[config.mk]
export PLATFORM = sky130hd
export DESIGN_NAME = branch_resolve_unit
export DESIGN_NICKNAME = d
export VERILOG_FILES = /design/src/rtl/core_pkg.sv /design/src/rtl/branch_cond.sv /design/src/rtl/branch_resolve_unit.sv
export SDC_FILE = /design/constraint.sdc
export NUM_CORES = 1
export LEC_CHECK = 0
export BUFFER_PORTS_ARGS = -buffer_cell sky130_fd_sc_hd__buf_2
export CAP_MARGIN = 20
export CORE_ASPECT_RATIO = 0.8
export CORE_MARGIN = 2
export CORE_UTILIZATION = 60
export DETAILED_ROUTE_END_ITERATION = 16
export GPL_TIMING_DRIVEN = 0
export PLACE_DENSITY_LB_ADDON = 0.05
export SETUP_SLACK_MARGIN = 0.5
export SKIP_LAST_GASP = 1
export SLEW_MARGIN = 20
export SYNTH_ARGS = -nofsm -noshare
export SYNTH_HDL_FRONTEND = slang
export SYNTH_HIERARCHICAL = 1
export SYNTH_SLANG_ARGS = --single-unit
[constraint.sdc]
create_clock -name clk -period 4.37 [get_ports clk]
set_input_delay 1.311 -clock clk [delete_from_list [all_inputs] [get_ports clk]]
set_output_delay 1.311 -clock clk [all_outputs]
set_load 0.02 [all_outputs]
[src/rtl/core_pkg.sv]
// Shared branch-unit types: func3 encodings and the width-independent
// request/result flag bundles carried through the branch pipeline.
// No logic; XLEN-wide data travels alongside these structs in the parent.
package core_pkg;

  // RV32I/RV64I conditional-branch func3 encodings (010/011 are reserved)
  typedef enum logic [2:0] {
    F3_BEQ  = 3'b000,
    F3_BNE  = 3'b001,
    F3_BLT  = 3'b100,
    F3_BGE  = 3'b101,
    F3_BLTU = 3'b110,
    F3_BGEU = 3'b111
  } br_func3_e;

  // Flags captured in S1 when a request is accepted
  typedef struct packed {
    logic cond;        // raw condition result
    logic illegal;     // reserved func3
    logic pred_taken;  // fetch-stage direction prediction
  } br_req_t;

  // Flags presented at the S2 output
  typedef struct packed {
    logic taken;
    logic mispredict;
    logic illegal;
    logic misaligned;
  } br_res_t;

endpackage

[src/rtl/branch_cond.sv]
// Purpose : combinational evaluation of the six conditional-branch conditions.
// Latency : 0 cycles (pure combinational).
// Backpr. : none; the caller owns all handshaking.
// Ports   : rs1/rs2 operands, func3 selector -> cond result, illegal for 010/011.
module branch_cond #(
  parameter int XLEN = 32
) (
  input  logic [XLEN-1:0] rs1,
  input  logic [XLEN-1:0] rs2,
  input  logic [2:0]      func3,
  output logic            cond,
  output logic            illegal
);
  import core_pkg::*;

  logic eq;
  logic lt_s;
  logic lt_u;

  assign eq   = (rs1 == rs2);
  assign lt_s = ($signed(rs1) < $signed(rs2));
  assign lt_u = (rs1 < rs2);

  always_comb begin
    cond    = 1'b0;
    illegal = 1'b0;
    case (func3)
      F3_BEQ:  cond = eq;
      F3_BNE:  cond = !eq;
      F3_BLT:  cond = lt_s;
      F3_BGE:  cond = !lt_s;
      F3_BLTU: cond = lt_u;
      F3_BGEU: cond = !lt_u;
      default: illegal = 1'b1;  // 010 / 011: never taken
    endcase
  end

endmodule

[src/rtl/branch_resolve_unit.sv]
// Purpose : two-stage branch resolution: condition, target, redirect, mispredict, stats.
// Latency : 2 cycles from input transfer to out_valid; 1 request/cycle throughput.
// Backpr. : valid/ready; each stage advances when empty or draining, outputs hold while stalled.
// Ports   : in_valid/in_ready + rs1/rs2/func3/pc/imm/pred_* request; out_valid/out_ready +
//           taken/target/redirect_pc/mispredict/illegal/misaligned result; flush kills
//           in-flight work; cnt_clear zeroes branch_cnt/mispred_cnt.
module branch_resolve_unit #(
  parameter int XLEN      = 32,
  parameter int IMM_WIDTH = 13,
  parameter int CNT_WIDTH = 16,
  parameter int C_EXT     = 0
) (
  input  logic                 clk,
  input  logic                 rst_n,
  input  logic                 in_valid,
  output logic                 in_ready,
  input  logic [XLEN-1:0]      rs1,
  input  logic [XLEN-1:0]      rs2,
  input  logic [2:0]           func3,
  input  logic [XLEN-1:0]      pc,
  input  logic [IMM_WIDTH-1:0] imm,
  input  logic                 pred_taken,
  input  logic [XLEN-1:0]      pred_target,
  output logic                 out_valid,
  input  logic                 out_ready,
  output logic                 taken,
  output logic [XLEN-1:0]      target,
  output logic [XLEN-1:0]      redirect_pc,
  output logic                 mispredict,
  output logic                 illegal,
  output logic                 misaligned,
  input  logic                 flush,
  input  logic                 cnt_clear,
  output logic [CNT_WIDTH-1:0] branch_cnt,
  output logic [CNT_WIDTH-1:0] mispred_cnt
);
  import core_pkg::*;

  // ---------------- condition evaluation (input side) ----------------
  logic cond_in;
  logic illegal_in;

  branch_cond #(.XLEN(XLEN)) u_cond (
    .rs1     (rs1),
    .rs2     (rs2),
    .func3   (func3),
    .cond    (cond_in),
    .illegal (illegal_in)
  );

  logic [XLEN-1:0] imm_sext;
  logic [XLEN-1:0] target_in;
  logic [XLEN-1:0] pc4_in;

  assign imm_sext  = {{(XLEN-IMM_WIDTH){imm[IMM_WIDTH-1]}}, imm};
  assign target_in = pc + imm_sext;   // wraps modulo 2^XLEN
  assign pc4_in    = pc + XLEN'(4);

  // ---------------- pipeline state ----------------
  logic            s1_valid_q, s1_valid_d;
  br_req_t         s1_req_q, s1_req_d;
  logic [XLEN-1:0] s1_target_q, s1_target_d;
  logic [XLEN-1:0] s1_pc4_q, s1_pc4_d;
  logic [XLEN-1:0] s1_pred_target_q, s1_pred_target_d;

  logic            s2_valid_q, s2_valid_d;
  br_res_t         s2_res_q, s2_res_d;
  logic [XLEN-1:0] s2_target_q, s2_target_d;
  logic [XLEN-1:0] s2_redirect_q, s2_redirect_d;

  logic [CNT_WIDTH-1:0] branch_cnt_q, branch_cnt_d;
  logic [CNT_WIDTH-1:0] mispred_cnt_q, mispred_cnt_d;

  // Handshake: S2 drains on out_ready, S1 moves when S2 is empty or draining.
  logic s2_adv;
  logic s1_adv;
  logic in_fire;

  assign s2_adv   = s2_valid_q & out_ready;
  assign s1_adv   = s1_valid_q & (!s2_valid_q | out_ready);
  assign in_ready = !s1_valid_q | s1_adv;
  // A request presented alongside flush is dropped even though in_ready is high.
  assign in_fire  = in_valid & in_ready & !flush;

  // ---------------- S2 resolution from S1 contents ----------------
  logic s1_taken;
  logic s1_mispredict;
  logic s1_misaligned;

  assign s1_taken      = s1_req_q.cond & !s1_req_q.illegal;
  assign s1_mispredict = (s1_taken != s1_req_q.pred_taken) |
                         (s1_taken & s1_req_q.pred_taken & (s1_target_q != s1_pred_target_q));
  // Bit 0 of a branch target is zero by construction; only bit 1 matters without C.
  assign s1_misaligned = (C_EXT == 0) ? (s1_taken & s1_target_q[1]) : 1'b0;

  always_comb begin
    s1_valid_d       = s1_valid_q;
    s1_req_d         = s1_req_q;
    s1_target_d      = s1_target_q;
    s1_pc4_d         = s1_pc4_q;
    s1_pred_target_d = s1_pred_target_q;

    s2_valid_d       = s2_valid_q;
    s2_res_d         = s2_res_q;
    s2_target_d      = s2_target_q;
    s2_redirect_d    = s2_redirect_q;

    // S1
    if (flush) begin
      s1_valid_d = 1'b0;
    end else if (in_fire) begin
      s1_valid_d = 1'b1;
    end else if (s1_adv) begin
      s1_valid_d = 1'b0;
    end
    if (in_fire) begin
      s1_req_d.cond       = cond_in;
      s1_req_d.illegal    = illegal_in;
      s1_req_d.pred_taken = pred_taken;
      s1_target_d         = target_in;
      s1_pc4_d            = pc4_in;
      s1_pred_target_d    = pred_target;
    end

    // S2
    if (flush) begin
      s2_valid_d = 1'b0;
    end else if (s1_adv) begin
      s2_valid_d = 1'b1;
    end else if (s2_adv) begin
      s2_valid_d = 1'b0;
    end
    if (s1_adv && !flush) begin
      s2_res_d.taken      = s1_taken;
      s2_res_d.mispredict = s1_mispredict;
      s2_res_d.illegal    = s1_req_q.illegal;
      s2_res_d.misaligned = s1_misaligned;
      s2_target_d         = s1_target_q;
      s2_redirect_d       = s1_taken ? s1_target_q : s1_pc4_q;
    end
  end

  // ---------------- statistics ----------------
  always_comb begin
    branch_cnt_d  = branch_cnt_q;
    mispred_cnt_d = mispred_cnt_q;
    if (cnt_clear) begin
      branch_cnt_d  = '0;
      mispred_cnt_d = '0;
    end else if (s2_adv) begin
      if (branch_cnt_q != '1) begin
        branch_cnt_d = branch_cnt_q + CNT_WIDTH'(1);
      end
      if (s2_res_q.mispredict && (mispred_cnt_q != '1)) begin
        mispred_cnt_d = mispred_cnt_q + CNT_WIDTH'(1);
      end
    end
  end

  always_ff @(posedge clk or negedge rst_n) begin
    if (!rst_n) begin
      s1_valid_q       <= 1'b0;
      s1_req_q         <= '0;
      s1_target_q      <= '0;
      s1_pc4_q         <= '0;
      s1_pred_target_q <= '0;
      s2_valid_q       <= 1'b0;
      s2_res_q         <= '0;
      s2_target_q      <= '0;
      s2_redirect_q    <= '0;
      branch_cnt_q     <= '0;
      mispred_cnt_q    <= '0;
    end else begin
      s1_valid_q       <= s1_valid_d;
      s1_req_q         <= s1_req_d;
      s1_target_q      <= s1_target_d;
      s1_pc4_q         <= s1_pc4_d;
      s1_pred_target_q <= s1_pred_target_d;
      s2_valid_q       <= s2_valid_d;
      s2_res_q         <= s2_res_d;
      s2_target_q      <= s2_target_d;
      s2_redirect_q    <= s2_redirect_d;
      branch_cnt_q     <= branch_cnt_d;
      mispred_cnt_q    <= mispred_cnt_d;
    end
  end

  // ---------------- registered outputs ----------------
  assign out_valid   = s2_valid_q;
  assign taken       = s2_res_q.taken;
  assign mispredict  = s2_res_q.mispredict;
  assign illegal     = s2_res_q.illegal;
  assign misaligned  = s2_res_q.misaligned;
  assign target      = s2_target_q;
  assign redirect_pc = s2_redirect_q;
  assign branch_cnt  = branch_cnt_q;
  assign mispred_cnt = mispred_cnt_q;

endmodule

* Yosys cells after proc, flatten, opt, wreduce, memory -nomap -nowiden *
Cells that the tools add are included.

operators by class
  $add $sub $neg = 4
  multipliers = 0
  div/mod/pow operators = 0
  $lt $le $gt $ge = 2
  equality and inequality tests = 10
  shift operators = 0
  multiplexer cells = 15
  bitwise logic cells = 11
  reduce and logical (&&, ||, !) cells = 18

operators with widths
  kind                                                 count
  two-way mux 16 bit                                   6
  less-than comparator 32 bit                          2
  adder 16 x 1 -> 16 bit, second input constant        2
  adder 32 x 3 -> 32 bit, second input constant        1
  adder 32 bit                                         1
  equality test 32 bit                                 1
  two-way mux 32 bit                                   1
  != test 16 bit, second input constant                2
  != test 32 bit                                       1
  equality test 3 bit, second input constant           4
  AND 1 bit                                            8
  logical NOT 1 bit                                    7
  two-way mux 1 bit                                    7
  one-hot mux 1 bit (6 select lines)                   1
  nonzero test 2 bit                                   3
  nonzero test 3 bit                                   2
  OR reduction 6 bit                                   1
  AND reduction 2 bit                                  2
  equality test 3 x 1 -> 1 bit, second input constant  1
  logical NOT 3 bit                                    1
  bitwise OR 1 bit                                     3
  logical AND 1 bit                                    2
  != test 1 bit                                        1

word-level totals
  flip-flop bits (word level) = 201
  bits in latches = 0
  bits in writable memories = 0
  ROM bits = 0
  word-level logic and storage cells = 76
  memories = 0

* Depth between registers and ports, before layout *
  depth after elaboration = 8
  depth in mapped cells = 10

* By module *
Netlist, hierarchy kept.

by module, submodules not included
  module               times used  cells an instance  area each (µm²)
  branch_resolve_unit  1           1119               10626.4
  branch_cond          1           121                870.8

* Least setup slack after synthesis *
Ideal clock, no wire load.

  path kind = input-to-reg
  start = input pc[0]
  end = register s1_target_q[30]
  setup time = 0.135 ns
  arrival = 3.257 ns
  slack = 0.978 ns
  stages = 9
  path buffers = 0
  cell sequence = ha_1 > fa_1 > a21oi_1 > o22ai_1 > a41o_1 > o41ai_4 > o22ai_1 > mux2i_1 > o311ai_1

between the ends
  longest elaborated chain between the ends = 1

ends and longest elaborated chain
  what                    RTL line                    source
  start: declaration      branch_resolve_unit.sv:20   input logic [XLEN-1:0] pc,
  adder 32 bit            branch_resolve_unit.sv:56   assign target_in = pc + imm_sext;
  end signal: assignment  branch_resolve_unit.sv:176  s1_target_q <= s1_target_d;
  end: declaration        branch_resolve_unit.sv:62   logic [XLEN-1:0] s1_target_q, s1_target_d;

Every way passes these cells.
A chain may end at the register's enable or synchronous reset.

* Worst setup path in the final report *
  start = input pc[0]
  end = register s1_target_q[24]

Same word-level chain as after synthesis.

==> impl_metrics.json <==
{
  "first_pass_iters": 7,
  "fill_cells": 1445,
  "cts.htree.levels": 1,
  "synth_top_cell_area_share_pct": 43.7,
  "p_seq_share_pct": 42.1,
  "num_rows": 45,
  "synth_ff_type": "dfrtp_1",
  "async_flop_share_pct": 100,
  "io_pins": 253,
  "dieArea_um2": 20300,
  "slew_viol_final": 0,
  "synth_nets": 1459,
  "antenna_found_initial": 4,
  "cts_tree": "built",
  "grt.total_usage_pct": 32.4,
  "vias": 10100,
  "cts_hold_buf": 0,
  "worst_pin_slew_ns": 0.827,
  "intPower_mw": 3.98,
  "syn_to_final_growth_pct": 20.7,
  "wire_per_inst_um": 18.1,
  "combPwrFrac_pct": 26.1,
  "postSynthRegisterBits": 201,
  "tns_ns": 0,
  "setup_viol": 0,
  "critPathKind": "primary input to flop",
  "via_per_inst": 5.65,
  "fp.dieW_um": 159,
  "status": "finished clean",
  "cts_root_buffer": "clkbuf_16",
  "grt_max_degree": 83,
  "drc": 0,
  "min_path_type": "flop to flop",
  "p_sw_mw": 1.94,
  "final_area_um2": 13900,
  "syn_avg_cell_area_um2": 9.27,
  "synthTopCellsByArea": "dfrtp_1 44%, nand2_1 8.6%, ha_1 7.3%",
  "ant_nets": 0,
  "crit_fanout": 3,
  "syn-instance-count": 1240,
  "ys_top_cells_by_count": "263 x nand2_1, 201 x dfrtp_1, 111 x o21ai_0",
  "netSwitchingFraction_pct": 32.8,
  "io_buffers": 251,
  "fin_worst_skew_ns": 0.0122,
  "required_ns": 4.72,
  "rsz0062_at_grt": "false",
  "grt-ovfl-total": 0,
  "fmax_ghz": 0.276,
  "critPathCaptureType": "flop",
  "grt_pass1_wl_um": 52000,
  "die_h_um": 128,
  "yosysWarnings": 6,
  "dp.final_hpwl_um": 25100,
  "clk-insertion-delay-late_ns": 0.49,
  "synth_edf_count": 0,
  "syn_area_um2": 11500,
  "clock_path_buffers": 3,
  "cts_sinks": 201,
  "synth.most_common_cell": "nand2_1",
  "gp_congestion": 0.896,
  "post_cts_buffers": 0,
  "grt_pass1_vias": 9789,
  "numCtsBuffers": 21,
  "cap_violations": 0,
  "ir_worst_vdd_v": 0.000215,
  "initial_core_util_pct": 61.0,
  "clk_pin_slew_ns": 0.06,
  "drive_gt1_share_pct": 23.3,
  "nNetsFinal": 1735,
  "power_frac_clock_pct": 31.8,
  "yosysTopAreaCell": "dfrtp_1",
  "arrival_ns": 3.96,
  "seq_area_frac_synth_pct": 43.7,
  "startpoint_type": "primary input",
  "finalCriticalPeriod_ns": 3.62,
  "p_leak_nw": 6.82,
  "hold_violations": 0,
  "powerDensity_nw_per_um2": 427,
  "drt-total-wl_um": 32500,
  "drtIter0Drc": 649,
  "place_area_um2": 13100,
  "timing.final.crit_share_pct": 82.8,
  "synth.distinct_cells": 69,
  "slew_headroom_pct": 44.8,
  "core_area_um2": 18900
}
[cells by family (layout without fill, tap and decap cells)]
family | after synthesis | in the layout | share of synthesized area (%)
xor+xnor | 116 | 116 | 8.84
simple gates | 451 | 451 | 17.8
fa+ha+maj | 68 | 68 | 7.47
flops | 201 | 201 | 43.7
mux | 68 | 68 | 6.29
buf+inv | 105 | 395 | 3.61
compound gates | 231 | 231 | 12.3
other cells | 0 | 4 | 0
[state kept, by name, indices dropped and copies added (netlist names)]
register	cells
branch_cnt	16
illegal	1
misaligned	1
mispred_cnt	16
mispredict	1
out_valid	1
redirect_pc	32
s1_pc4_q	32
s1_pred_target_q	32
s1_req_q	3
s1_target_q	32
s1_valid_q	1
taken	1
target	32
[routing by layer]
| layer | share of wire, % | vias to the layer above | GRT usage (%) |
|---|---|---|---|
| li1 | - | 4860 | - |
| met1 | 44 | 4848 | 44.7 |
| met2 | 47 | 348 | 53.7 |
| met3 | 5.5 | 58 | 4.24 |
| met4 | 3.3 | 2 | 10.8 |
| met5 | 0.055 | - | 0 |
[critical path, cell delays in order]
cell and delay (ns):
buf_2 0.11, ha_1 0.29, fa_1 0.45, a21oi_1 0.33, o221ai_1 0.23, a221oi_2 0.42, o31a_1 0.29, o21ai_0 0.14
xnor2_1 0.27, o21ai_0 0.12
[placed cells by master, fill, tap and decap left out, drive strengths merged, types with 44 or more instances in the layout]
| cell type | count |
|---|---|
| ha | 67 |
| nand2 | 263 |
| xor2 | 52 |
| inv | 48 |
| clkbuf | 63 |
| xnor2 | 64 |
| nor2 | 52 |
| o21ai | 116 |
| buf | 275 |
| dfrtp | 201 |
| a21oi | 53 |
| nand4 | 44 |
[final cells by class]
cell class              count  area, um^2  share of cell area (%)
diodes                      4        10.0                  0.0721
plain buffers              57         235                    1.70
clock buffers              28         572                    4.12
clock inverters             9         148                    1.06
inverters                  48         180                    1.30
multi-input cells         934        6060                    43.7
flip-flops and latches    201        5030                    36.2
well taps                 258         323                    2.33
repair buffers            253        1320                    9.52
[repair_timing]
item,in CTS,in global routing
endpoints found under the setup margin,0,1
resized for setup,0,1
endpoints found under the hold margin,0,0
[power by group through the flow]
| stage | combinational [mW] | clock, mW | sequential [mW] |
|---|---|---|---|
| 2_1_floorplan | 0.752 | 0 | 2.66 |
| 3_3_place_gp | 1.50 | 0 | 2.51 |
| 3_5_place_dp | 1.54 | 0 | 2.52 |
| 4_1_cts | 1.55 | 1.88 | 2.49 |
| 5_1_grt | 1.69 | 1.97 | 2.53 |
| 6_report | 1.55 | 1.88 | 2.49 |
[through the flow]
stage | setup WS, ns | utilization, % | power (mW) | std cells | hold slack, ns
final | 0.752 | 73.6 | 5.92 | 1792 | 0.468
after global routing | 0.634 | 73.6 | 6.19 | 1791 | 0.502
after CTS | 0.673 | 73.5 | 5.92 | 1788 | 0.469
after detailed placement | 0.169 | 69.7 | 4.05 | 1751 | 0.454
after global placement | -1.33 | 69.3 | 4.00 | 1749 | 0.458
after floorplan | 0.978 | - | 3.41 | 1240 | 0.438
[final timing paths]
| path | depth (start not counted) | endpoint | from | slack, ns |
|---|---|---|---|---|
| setup / recovery | 10 | s1_target_q[24] | pc[0] | 0.75 |
| hold / removal | 2 | s1_req_q[2] | s1_req_q[2] | 0.47 |
| setup reg to reg | 8 | s1_target_q[21] | out_valid | 1.88 |
| hold reg to reg | 2 | s1_req_q[2] | s1_req_q[2] | 0.47 |
| max in group asynchronous | 2 | branch_cnt[0] | rst_n | 2.96 |
| min in group asynchronous | 1 | redirect_pc[8] | rst_n | 0.70 |
Note: power is estimated with default switching activity, not from simulation.
